<file path="config.mk">
export PLATFORM = sky130hd
export DESIGN_NAME = pe_rst_seq
export DESIGN_NICKNAME = d
export VERILOG_FILES = /design/src/rtl/pe_rst_seq.sv
export SDC_FILE = /design/constraint.sdc
export NUM_CORES = 1
export LEC_CHECK = 0
export BUFFER_PORTS_ARGS = -buffer_cell sky130_fd_sc_hd__buf_2
export CAP_MARGIN = 10
export CORE_MARGIN = 2
export CORE_UTILIZATION = 55
export DETAILED_ROUTE_END_ITERATION = 8
export PLACE_DENSITY = 0.76
export SLEW_MARGIN = 10
export SYNTH_ARGS = -nofsm -noshare
export SYNTH_HDL_FRONTEND = slang
export SYNTH_SLANG_ARGS = --single-unit
</file>
<file path="constraint.sdc">
create_clock -name clk_i -period 3.02 [get_ports clk_i]
set_input_delay 0.604 -clock clk_i [delete_from_list [all_inputs] [get_ports clk_i]]
set_output_delay 0.604 -clock clk_i [all_outputs]
set_load 0.02 [all_outputs]
</file>
<file path="src/rtl/pe_rst_seq.sv">
// PE reset sequencer: holds PE in reset, latches stable straps as the power-up contract, re-sequences on soft request.
// Outputs registered (change on the triggering edge); no backpressure, the soft request is edge-detected from a level.
module pe_rst_seq #(
  parameter int N_PUC         = 2,
  parameter int HOLD_CYCLES   = 16,
  parameter int STABLE_CYCLES = 4,
  parameter int CNT_W         = 8
) (
  input  logic             clk_i,
  input  logic             reset_i,
  input  logic [N_PUC-1:0] strap_i,
  input  logic             pe_reset_req_i,
  output logic             pe_reset_o,
  output logic [N_PUC-1:0] puc_o,
  output logic             puc_valid_o,
  output logic [1:0]       rst_cause_o,
  output logic [CNT_W-1:0] rst_count_o
);

  localparam int MAX_C = (HOLD_CYCLES > STABLE_CYCLES) ? HOLD_CYCLES : STABLE_CYCLES;
  localparam int CW    = $clog2(MAX_C + 1);

  localparam logic [1:0] CAUSE_POR  = 2'b01;
  localparam logic [1:0] CAUSE_SOFT = 2'b10;

  typedef enum logic [1:0] {HOLD, SAMPLE, RUN, SOFT} state_t;

  state_t           state_q, state_d;
  logic [CW-1:0]    hold_q, hold_d;
  logic [CW-1:0]    stab_q, stab_d;
  logic [N_PUC-1:0] sync1_q, strap_s, strap_prev;
  logic             req_prev;
  logic             pe_rst_q, pe_rst_d;
  logic [N_PUC-1:0] puc_q, puc_d;
  logic             vld_q, vld_d;
  logic [1:0]       cause_q, cause_d;
  logic [CNT_W-1:0] cnt_q, cnt_d;

  // Strap synchroniser and request history run in every state.
  always_ff @(posedge clk_i or negedge reset_i) begin
    if (!reset_i) begin
      sync1_q    <= '0;
      strap_s    <= '0;
      strap_prev <= '0;
      req_prev   <= 1'b0;
    end else begin
      sync1_q    <= strap_i;
      strap_s    <= sync1_q;
      strap_prev <= strap_s;
      req_prev   <= pe_reset_req_i;
    end
  end

  always_ff @(posedge clk_i or negedge reset_i) begin
    if (!reset_i) begin
      state_q  <= HOLD;
      hold_q   <= '0;
      stab_q   <= '0;
      pe_rst_q <= 1'b0;
      puc_q    <= '0;
      vld_q    <= 1'b0;
      cause_q  <= CAUSE_POR;
      cnt_q    <= '0;
    end else begin
      state_q  <= state_d;
      hold_q   <= hold_d;
      stab_q   <= stab_d;
      pe_rst_q <= pe_rst_d;
      puc_q    <= puc_d;
      vld_q    <= vld_d;
      cause_q  <= cause_d;
      cnt_q    <= cnt_d;
    end
  end

  always_comb begin
    state_d  = state_q;
    hold_d   = hold_q;
    stab_d   = stab_q;
    pe_rst_d = pe_rst_q;
    puc_d    = puc_q;
    vld_d    = vld_q;
    cause_d  = cause_q;
    cnt_d    = cnt_q;
    unique case (state_q)
      HOLD: begin
        pe_rst_d = 1'b0;
        hold_d   = hold_q + CW'(1);
        if (hold_q == CW'(HOLD_CYCLES - 1)) state_d = SAMPLE;
      end
      SAMPLE: begin
        pe_rst_d = 1'b0;
        if (strap_s != strap_prev) begin
          stab_d = '0;
        end else if (stab_q == CW'(STABLE_CYCLES - 1)) begin
          stab_d   = '0;
          puc_d    = strap_s;
          vld_d    = 1'b1;
          pe_rst_d = 1'b1;
          state_d  = RUN;
        end else begin
          stab_d = stab_q + CW'(1);
        end
      end
      RUN: begin
        pe_rst_d = 1'b1;
        if (pe_reset_req_i && !req_prev) begin
          pe_rst_d = 1'b0;
          cause_d  = CAUSE_SOFT;
          hold_d   = '0;
          state_d  = SOFT;
          if (cnt_q != {CNT_W{1'b1}}) cnt_d = cnt_q + CNT_W'(1);
        end
      end
      SOFT: begin
        pe_rst_d = 1'b0;
        hold_d   = hold_q + CW'(1);
        if (hold_q == CW'(HOLD_CYCLES - 1)) begin
          pe_rst_d = 1'b1;
          state_d  = RUN;
        end
      end
      default: state_d = HOLD;
    endcase
  end

  assign pe_reset_o  = pe_rst_q;
  assign puc_o       = puc_q;
  assign puc_valid_o = vld_q;
  assign rst_cause_o = cause_q;
  assign rst_count_o = cnt_q;

endmodule

</file>
### Word level (Yosys, flattened, before mapping)

Cells that the tools add are included.

| storage, ports and cells | value |
|---|---|
| register bits | 33 |
| input bits | 5 |
| output and inout port bits | 14 |
| word-level logic and storage cells | 53 |

| operators by class | value |
|---|---|
| add/sub/neg operators | 3 |
| equality and inequality tests | 12 |
| multiplexer cells | 15 |
| bitwise operators | 1 |
| reduce and logical (&&, ||, !) cells | 10 |

Operator list:

| operator | count |
|---|---|
| 5-bit 2-to-1 mux | 3 |
| 5-bit by 1-bit adder with 5-bit output, second input constant | 2 |
| 2-bit 2-to-1 mux | 5 |
| 2-bit inequality test, second input constant | 5 |
| 5-bit one-hot mux with 2 select lines | 1 |
| 8-bit by 1-bit adder with 8-bit output, second input constant | 1 |
| 8-bit inequality test, second input constant | 1 |
| 2-bit one-hot mux with 4 select lines | 1 |
| 3-bit AND reduction | 2 |
| 5-bit by 2-bit == test with 1-bit output, second input constant | 1 |
| 5-bit by 4-bit == test with 1-bit output, second input constant | 1 |
| 5-bit AND reduction | 1 |
| 2-bit == test, second input constant | 2 |
| 1-bit 2-to-1 mux | 4 |
| 1-bit one-hot mux with 4 select lines | 1 |
| 2-bit AND reduction | 2 |
| 2-bit by 1-bit == test with 1-bit output, second input constant | 1 |
| 2-bit logical NOT | 1 |
| 2-bit inequality test | 1 |
| 2-bit nonzero test | 1 |
| 2-bit OR reduction | 1 |
| 1-bit logical AND | 1 |
| 1-bit logical NOT | 1 |
| 1-bit inverter | 1 |

### Longest topological paths before layout

| depth | value |
|---|---|
| depth in word-level cells | 4 |
| mapped depth | 7 |
| mapped depth without buffers | 6 |

### Least setup slack after synthesis

No wires, ideal clock.

| path | value |
|---|---|
| kind | reg2reg |
| start | register state_q[0] |
| end | register cnt_q[7], in the netlist rst_count_o[7] |
| setup time | 125 ps |
| arrival time | 1,671 ps |
| data required time | 2,895 ps |
| setup slack | 1,224 ps |
| cell stages (with the launch flop) | 8 |
| path through | dfrtp_1 inv_1 ha_1 and3b_1 clkbuf_1 nand4_1 nor2_1 mux2_2 |

| on the way | value |
|---|---|
| word-level cells in the longest chain between the ends | 2 |

Ends and longest elaborated chain:

| item | RTL line | source |
|---|---|---|
| from (decl) | 28 | `state_t state_q, state_d;` |
| from (signal assigned) | 65 | `state_q <= state_d;` |
| 2-bit == test | 85 | `unique case (state_q)` |
| 3-bit AND reduction (no source line) | n/a |  |
| to (signal assigned) | 72 | `cnt_q <= cnt_d;` |
| to (decl) | 37 | `logic [CNT_W-1:0] cnt_q, cnt_d;` |

Every way passes these cells.
A chain may end at the register's enable or synchronous reset.

### Worst setup path after layout

Same ends and word-level chain as after synthesis.

==> impl_metrics.ini <==
[synth]
synth_nets = 145
yosysTopAreaCellShare = 0.534
synth_warnings = 0
syn_avg_cell_area_um2 = 11.4
synth_cell_types = 32
yosysSeqAreaShare = 0.552
netlist_area_mm2 = 0.00150
yosys_register_bits = 33
synth_area_leaders = dfrtp_1, ha_1, mux2_2
synthCells = 131
yosys.area.top_type = dfrtp_1

[timing]
fin_tns_setup_ps = 0
fin_crit_ps = 1870
timing.fmax_mhz = 534
finalCritPeriodShare = 0.620
maxSlewViolCount = 0
relSlewSlack = 0.537
tightest_slew_ps = 695
finalHoldViolations = 0
rsz0062_at_grt = false
timing.final.ws_setup_ps = 1150
fin_skew_ps = 3.44
setup_viol = 0

[final_layout]
layout.cells.most_common = dfrtp_1
antenna_cells = 0
fillers = 199
area_growth_pct = 11.9
drive_above_1_share = 0.231
layout_common_cells = dfrtp_1, buf_2, inv_1, ha_1
seqCellArea_um2 = 827
multi_input_area_um2 = 634
final_nets = 169

[die]
ios = 19
die-area_mm2 = 0.00316
rows = 18
die_w_um = 56.2
core_region_area_mm2 = 0.00252
initial_core_util = 0.594
fp.dieH_um = 56.2

[pwr]
p_leak_nw = 0.826
pwr_density_cell_mw_per_mm2 = 690
ir_drop_mv = 0.558

[global_routing]
grt_usage = 0.183
first_global_vias = 1083
grt-ovfl-total = 0
grt_start_max_net_pins = 34
antenna_found_initial = 0
grt_pass1_wl_um = 4400

[drt]
drc = 0
drtIter0Drc = 7
route.antenna.remaining_nets = 0
wl_met2_um = 1330
first_pass_iters = 4
wl_per_cell_um = 13.9
wl_met3_um = 105
finalWirelength_um = 2590
viasPerCell = 5.65
wl_met1_um = 1130
num_vias = 1051
top_layer = met4

[setup_path]
arrival_ps = 2100
worstSetupPathType = flip-flop to flip-flop
r2r_cells = 6
worstReg2RegEnd = rst_count_o[7]$_DFFE_PN0P_
reg2reg_from = state_q[0]$_DFFE_PN0P_
end_kind = flip-flop
worstPathRequired_ps = 3250
r2r_slack_ps = 1150
start_kind = flip-flop
crit_fanout = 7

[cts]
cts_root_buffer = clkbuf_4
clk_pin_slew_ps = 100
cts_max_path_buffers = 2
ctsHoldBuffers = 0
cts_tree = yes
cts-resized-gates = 0
htreeDepth = 2
cts_setup_buffers = 0
cts_buffers = 5
clk-insertion-delay-late_ps = 330
clkSinkCount = 33

[placed_design]
pre_cts_slack_ps = 1180
portBuffers = 18
gp_congestion = 0.806
hpwlAfterDp_um = 1890

[flow_run]
maxCapViolations = 0

[min_path]
hp-class = input pin to asynchronous set/reset pin

[status]
status = completed
[registers in the layout (all words and copies together) (netlist names)]
| register | cells |
|---|---|
| rst_count_o | 8 |
| hold_q | 5 |
| stab_q | 5 |
| puc_o | 2 |
| rst_cause_o | 2 |
| state_q | 2 |
| strap_prev | 2 |
| strap_s | 2 |
| sync1_q | 2 |
| pe_reset_o | 1 |
| puc_valid_o | 1 |
| req_prev | 1 |
[logic make-up (layout without fill, tap and decap cells)]
kind of cell	count (synthesis)	in the layout	synth area share
adders and majority gates	9	9	0.0751
buffers and inverters	10	35	0.0250
AOI/OAI and AO/OA	24	24	0.109
muxes	7	7	0.0509
and+or+nand+nor	42	42	0.154
DFF	33	33	0.552
xor gates and xnor gates	6	6	0.0351
[routing by layer]
layer / vias to the layer above / track usage
met5: - / 0
met4: 0 / 0.0748
met1: 515 / 0.201
met2: 18 / 0.318
met3: 2 / 0.0698
li1: 516 / -
[cell type report]
cell class	instances	share of cell area
Clock buffer	5	0.0224
Clock inverter	3	0.0104
Inverter	9	0.0201
Multi-Input combinational cell	88	0.378
Sequential cell	33	0.493
Tap cell	30	0.0224
Timing Repair Buffer	18	0.0537
[power breakdown]
part           leakage, nW  internal, mW  switching, mW
clock network       0.0310        0.0876          0.151
logic                0.381         0.138          0.195
registers            0.415         0.513         0.0725
[stage by stage]
step	utilization	hold WS [ps]	std cells	power (mW)	cell area, µm²
after global placement	0.643	332	178	0.907	1620
final	0.665	299	186	1.16	1680
after CTS	0.665	321	186	1.17	1680
after floorplan	-	308	131	0.824	1500
after global routing	0.665	349	186	1.23	1680
after detailed placement	0.643	339	178	0.925	1620
[synthesized netlist by cell type, drive strengths merged]
cell type  number
nand3           7
o41ai           2
xor2            4
ha              9
or2             1
a211oi          1
xnor2           2
nor3b           2
mux2            5
and3            2
or4b            1
and3b           1
a22o            2
nor4            1
nor2            7
o2bb2ai         3
dfrtp          32
a21oi           5
o221ai          1
o21ai           8
a31oi           1
mux2i           2
nand2           8
clkbuf          1
o31ai           1
nor3            3
nand4           4
nand2b          2
inv             9
nor2b           3
dfstp           1
[worst max-delay path: stages (launching register included)]
cell	delay [ps]
dfrtp_1	420
inv_1	130
ha_1	260
and3b_1	300
nand4_1	180
nor2_1	150
mux2_2	330
[worst max path at each step]
stage | slack, ps | to | startpoint | cells after the start
2_1_floorplan | 1220 | rst_count_o[7]$_DFFE_PN0P_ | state_q[0]$_DFFE_PN0P_ | 7
5_1_grt | 1010 | rst_count_o[7]$_DFFE_PN0P_ | state_q[0]$_DFFE_PN0P_ | 6
3_5_place_dp | 1180 | rst_count_o[7]$_DFFE_PN0P_ | state_q[0]$_DFFE_PN0P_ | 6
6_report | 1150 | rst_count_o[7]$_DFFE_PN0P_ | state_q[0]$_DFFE_PN0P_ | 6
3_3_place_gp | 1230 | rst_count_o[7]$_DFFE_PN0P_ | state_q[0]$_DFFE_PN0P_ | 6
4_1_cts | 1160 | rst_count_o[7]$_DFFE_PN0P_ | state_q[0]$_DFFE_PN0P_ | 6
Note: power is estimated with default switching activity, not from simulation.
